## src/rtl/qpsk_tx_pkg.sv

```systemverilog
// Shared types and constants for the QPSK transmit framer.
package qpsk_tx_pkg;

   typedef logic [1:0] symbol_t;
   typedef logic [2:0] state_t;

   localparam state_t ST_IDLE     = 3'd0;
   localparam state_t ST_PREAMBLE = 3'd1;
   localparam state_t ST_SYNC     = 3'd2;
   localparam state_t ST_HEADER   = 3'd3;
   localparam state_t ST_PAYLOAD  = 3'd4;

   localparam symbol_t     PREAMBLE_A        = 2'b00;
   localparam symbol_t     PREAMBLE_B        = 2'b11;
   localparam logic [15:0] DEFAULT_SYNC_WORD = 16'hD391;
   localparam int          SYMS_PER_BYTE     = 4;

   function automatic symbol_t next_preamble(input symbol_t cur);
      return (cur == PREAMBLE_A) ? PREAMBLE_B : PREAMBLE_A;
   endfunction

endpackage

```

## src/rtl/qpsk_symbol_serializer.sv

```systemverilog
// MSB-first byte to 2-bit symbol serializer. The caller emits byte_in[7:6] itself on load;
// 'symbol' is always the symbol to emit on the next advance.
module qpsk_symbol_serializer
   import qpsk_tx_pkg::*;
(
   input  logic       clk,
   input  logic       reset,
   input  logic       load,
   input  logic [7:0] byte_in,
   input  logic       advance,
   output logic [1:0] symbol,
   output logic       last_symbol
);

   logic [7:0] shreg;
   logic [1:0] idx;

   // Shift register and position of the currently emitted symbol within its byte.
   always_ff @(posedge clk or posedge reset) begin
      if (reset) begin
         shreg <= 8'h00;
         idx   <= 2'd0;
      end else if (load) begin
         shreg <= {byte_in[5:0], 2'b00};
         idx   <= 2'd0;
      end else if (advance) begin
         shreg <= {shreg[5:0], 2'b00};
         idx   <= idx + 2'd1;
      end else begin
         shreg <= shreg;
         idx   <= idx;
      end
   end

   assign symbol      = shreg[7:6];
   assign last_symbol = (idx == 2'(SYMS_PER_BYTE - 1));

endmodule

```

## src/rtl/qpsk_tx_framer.sv

```systemverilog
// Frame sequencer feeding qpsk_modulator: preamble, sync word, length header, payload,
// one symbol per mod_req, with a one-byte prefetch buffer on the payload stream.
module qpsk_tx_framer
   import qpsk_tx_pkg::*;
#(
   parameter int          PREAMBLE_SYMS = 32,
   parameter logic [15:0] SYNC_WORD     = DEFAULT_SYNC_WORD
)(
   input  logic       clk,
   input  logic       reset,
   input  logic       start,
   input  logic [7:0] frame_len,
   input  logic [7:0] byte_data,
   input  logic       byte_valid,
   output logic       byte_ready,
   input  logic       mod_req,
   output logic [1:0] symbol_out,
   output logic       symbol_en,
   output logic       busy,
   output logic       done,
   output logic       underrun
);

   localparam logic [7:0] PRE_LAST = 8'(PREAMBLE_SYMS - 1);

   state_t     state, state_nxt;
   logic [7:0] sym_cnt, cnt_nxt;
   logic [7:0] len_reg, bytes_fetched, bytes_sent, hold_buf, ld_byte;
   logic       hold_full, xfer, ld, shift, finish, abort, take_hold;
   logic [1:0] sym_nxt, ser_symbol;
   logic       ser_last;

   // Ready depends only on registered state, never on byte_valid.
   assign byte_ready = busy && !hold_full && (bytes_fetched < len_reg);
   assign xfer       = byte_valid && byte_ready;

   qpsk_symbol_serializer u_ser (
      .clk         (clk),
      .reset       (reset),
      .load        (ld),
      .byte_in     (ld_byte),
      .advance     (shift),
      .symbol      (ser_symbol),
      .last_symbol (ser_last)
   );

   // Next state, next symbol and serializer control for the current mod_req.
   always_comb begin
      state_nxt = state;
      cnt_nxt   = sym_cnt;
      sym_nxt   = symbol_out;
      ld        = 1'b0;
      ld_byte   = 8'h00;
      shift     = 1'b0;
      finish    = 1'b0;
      abort     = 1'b0;
      take_hold = 1'b0;
      case (state)
         ST_IDLE: begin
            if (start) begin
               state_nxt = ST_PREAMBLE;
               cnt_nxt   = 8'd0;
               sym_nxt   = PREAMBLE_A;
            end else begin
               sym_nxt = 2'b00;
            end
         end
         ST_PREAMBLE: begin
            if (mod_req) begin
               if (sym_cnt == PRE_LAST) begin
                  state_nxt = ST_SYNC;
                  cnt_nxt   = 8'd0;
                  ld        = 1'b1;
                  ld_byte   = SYNC_WORD[15:8];
                  sym_nxt   = SYNC_WORD[15:14];
               end else begin
                  cnt_nxt = sym_cnt + 8'd1;
                  sym_nxt = next_preamble(symbol_out);
               end
            end else begin
               cnt_nxt = sym_cnt;
            end
         end
         ST_SYNC: begin
            if (mod_req) begin
               if (sym_cnt == 8'd7) begin
                  state_nxt = ST_HEADER;
                  cnt_nxt   = 8'd0;
                  ld        = 1'b1;
                  ld_byte   = len_reg;
                  sym_nxt   = len_reg[7:6];
               end else if (ser_last) begin
                  cnt_nxt = sym_cnt + 8'd1;
                  ld      = 1'b1;
                  ld_byte = SYNC_WORD[7:0];
                  sym_nxt = SYNC_WORD[7:6];
               end else begin
                  cnt_nxt = sym_cnt + 8'd1;
                  shift   = 1'b1;
                  sym_nxt = ser_symbol;
               end
            end else begin
               cnt_nxt = sym_cnt;
            end
         end
         // Header and payload share the byte-boundary rule: next byte, finish, or underrun.
         ST_HEADER, ST_PAYLOAD: begin
            if (mod_req) begin
               if (!ser_last) begin
                  shift   = 1'b1;
                  sym_nxt = ser_symbol;
               end else if (bytes_sent == len_reg) begin
                  finish    = 1'b1;
                  state_nxt = ST_IDLE;
                  sym_nxt   = 2'b00;
               end else if (hold_full) begin
                  state_nxt = ST_PAYLOAD;
                  ld        = 1'b1;
                  ld_byte   = hold_buf;
                  take_hold = 1'b1;
                  sym_nxt   = hold_buf[7:6];
               end else begin
                  abort     = 1'b1;
                  state_nxt = ST_IDLE;
                  sym_nxt   = 2'b00;
               end
            end else begin
               shift = 1'b0;
            end
         end
         default: begin
            state_nxt = ST_IDLE;
            cnt_nxt   = 8'd0;
            sym_nxt   = 2'b00;
         end
      endcase
   end

   // Sequencer state and registered modulator-facing outputs.
   always_ff @(posedge clk or posedge reset) begin
      if (reset) begin
         state      <= ST_IDLE;
         sym_cnt    <= 8'd0;
         symbol_out <= 2'b00;
         symbol_en  <= 1'b0;
         busy       <= 1'b0;
         done       <= 1'b0;
         underrun   <= 1'b0;
      end else begin
         state      <= state_nxt;
         sym_cnt    <= cnt_nxt;
         symbol_out <= sym_nxt;
         symbol_en  <= (state_nxt != ST_IDLE);
         busy       <= (state_nxt != ST_IDLE);
         done       <= finish;
         underrun   <= abort;
      end
   end

   // Frame length latch, prefetch hold buffer and byte counters.
   always_ff @(posedge clk or posedge reset) begin
      if (reset) begin
         len_reg       <= 8'd0;
         bytes_fetched <= 8'd0;
         bytes_sent    <= 8'd0;
         hold_buf      <= 8'h00;
         hold_full     <= 1'b0;
      end else if ((state == ST_IDLE) && start) begin
         len_reg       <= frame_len;
         bytes_fetched <= 8'd0;
         bytes_sent    <= 8'd0;
         hold_full     <= 1'b0;
      end else if (xfer) begin
         hold_buf      <= byte_data;
         hold_full     <= 1'b1;
         bytes_fetched <= bytes_fetched + 8'd1;
      end else if (take_hold) begin
         hold_full  <= 1'b0;
         bytes_sent <= bytes_sent + 8'd1;
      end else begin
         hold_full <= hold_full;
      end
   end

endmodule

```

## config.mk

```make
export PLATFORM = sky130hd
export DESIGN_NAME = qpsk_tx_framer
export DESIGN_NICKNAME = d
export VERILOG_FILES = /design/src/rtl/qpsk_tx_pkg.sv /design/src/rtl/qpsk_symbol_serializer.sv /design/src/rtl/qpsk_tx_framer.sv
export SDC_FILE = /design/constraint.sdc
export NUM_CORES = 1
export LEC_CHECK = 0
export ABC_AREA = 1
export CAP_MARGIN = 20
export CORE_UTILIZATION = 40
export CTS_CLUSTER_DIAMETER = 60
export DETAILED_ROUTE_END_ITERATION = 6
export PLACE_DENSITY = 0.6
export SLEW_MARGIN = 20
export SYNTH_ARGS = -nofsm -noshare
export SYNTH_HDL_FRONTEND = slang
export SYNTH_HIERARCHICAL = 1
export SYNTH_SLANG_ARGS = --single-unit
```

## constraint.sdc

```tcl
create_clock -name clk -period 2.8 [get_ports clk]
set_clock_uncertainty 0.1 [all_clocks]
set_input_delay 0.56 -clock clk [delete_from_list [all_inputs] [get_ports clk]]
set_output_delay 0.56 -clock clk [all_outputs]
set_load 0.02 [all_outputs]
```

==> qor.txt <==
Most frequent cells in the layout -> 153 x nand2_1, 57 x dfrtp_1, 48 x inv_1, 40 x nand3_1
Depth of the worst register-to-register path -> 10
Hold crit path type -> reg -> reg
Number of port buffers -> 27
CTS tree -> built
Tmin final -> 2.614 ns
Iter 0 DRT Violations -> 135
CTS Buffer Depth -> 2
Worst Tran Pin Value -> 0.6731 ns
Fillcell total -> 825
Share of post-route cells with drive strength above 1 -> 9.751%
Max VDD drop -> 0.0003430 V
Antenna violations before repair -> 0
GPL Wtd Cong -> 0.8282
Worst-skew pair later-pin latency -> 0.34 ns
Mapped Nets -> 477
CP bufs+invs -> 2
Final WL -> 7450 µm
Post-DP HPWL -> 5600 µm
TritonCTS buffer count -> 9
Largest net degree at the start of global routing -> 31
Final worst-path cycle share -> 93.35%
Cts repair resizes -> 1
CORE AREA -> 0.008217 mm²
Drc violations -> 0
Critical Path Start Type -> flop
Slowest cell delay on critical path -> 0.38 ns
First-pass GRT wire length -> 12,760 µm
Peak fanout along the critical path -> 3
Launch point of the worst path -> len_reg[6]
Leakage -> 2.006 nW
Area of the multi-input gates -> 0.001659 mm²
Starting Density -> 41.21%
Setup Fix Bufs, Post-CTS -> 0
RSZ-0062 raised after global routing -> false
Worst hold slack -> 0.3775 ns
CTS clk-pin slew, worst paths -> 0.07 ns
CTS sink cnt -> 57
Via Count -> 2,845
Final setup fails -> 0
Crit path max-delay family -> simple AND/OR/NAND/NOR gates
Placed instance area -> 0.003739 mm²
CTS root buf -> clkbuf_8
Crit path kind -> reg -> out
Launch point of the worst reg-to-reg path -> sym_cnt[0]
HP Start -> u_ser/idx[1]
Diode count -> 0
Via/cell ratio -> 4.847
Setup ws final -> 0.1863 ns
Max Fclk -> 0.3826 GHz
Slew Limit Fails -> 0
Non-Filler Instances -> 587
Final TNS setup -> 0 ns
Vias in the first global route -> 2,743
Cells after DPL -> 571
CP max-delay cell -> dfrtp_1
Syn Inst Count -> 445
CP arrival -> 1.95 ns
CP Data Required Time -> 2.14 ns
Slew margin rel. -> 54.83%
Critical path depth -> 7
Area added between synthesis and finish -> 16.59%
TritonRoute pass-1 iters -> 4
Drt wl/cell -> 12.69 µm
Final Hold Viols -> 0
Commonest non-fill, non-tap cell in the layout -> nand2_1
Status -> complete, no violations
Syn Area/Cell -> 7.608 µm²
Top-Level Pins -> 28
Die X -> 94 µm
CP Cell Sequence -> inv_1 > ha_1 > nand2_1 > nor2_1 > a21oi_4 > and2_1 > dlygate4sd2_1
Hold Buf Count CTS -> 0
Total gr overflow -> 0
NumNets Final -> 509
Rows -> 33
Design Area, Final -> 0.003948 mm²
Final ANT Viol Nets -> 0
Yosys warns -> 6
Min-Delay Path Depth -> 2
Dpl ws -> 0.2972 ns
Netlist Area Pre-Place -> 0.003386 mm²
All-Layer GR Usage -> 19.08%
Die footprint -> 0.008836 mm²
Die Y -> 94 µm
H-tree Lvls -> 3
Setup crit end kind -> output port
Pwr Density -> 767.7 mW/mm²
Register area -> 0.001426 mm²
Maximum Capacitance Violations -> 0
==> power by group <==
part | switching (mW) | leakage [nW] | internal (mW)
Clock | 0.342 | 0.106 | 0.496
Sequential | 0.170 | 0.743 | 1.03
Combinational | 0.607 | 1.16 | 0.384
Total | 1.12 | 2.01 | 1.91
==> metal layers <==
layer	part of all wire (%)	global-route usage, %	vias to the layer above
met1	48	23.97	1315
met2	48	31.93	48
met5	0	0	-
met3	3.3	5.906	8
li1	-	-	1474
met4	0.87	4.487	0
==> cell type report <==
class                           instances  area share, %
Multi-Input combinational cell        323          42.03
Tap cell                              105          3.328
Sequential cell                        57          36.13
Inverter                               55          5.293
Timing Repair Buffer                   31          7.892
Clock inverter                          6          2.092
Clock buffer                           10          3.233
==> worst paths after layout <==
path,end,slack (ns)
worst max-delay path,byte_ready,0.19
worst min-delay path,u_ser/idx[1],0.38
worst max register to register,u_ser/idx[0],0.72
worst min register to register,u_ser/idx[1],0.38
max in group asynchronous,len_reg[6],1.59
min in group asynchronous,u_ser/shreg[5],0.43
==> metrics by stage <==
stage	util (%)	power [mW]
2_1_floorplan	-	1.948
3_3_place_gp	45.50	2.199
3_5_place_dp	45.50	2.225
4_1_cts	48.04	3.069
5_1_grt	48.04	3.287
6_report	48.04	3.031
==> worst register-to-register path: cells and delay by family, from the launching register on <==
kind,cells,cell delay (ns)
AND/OR/NAND/NOR,5,0.80
adder cells (fa/ha/maj),1,0.21
buffers and inverters,2,0.32
flip-flops,1,0.39
AO/OA/AOI/OAI,2,0.18
No activity file was read; power rests on OpenSTA's default activity.
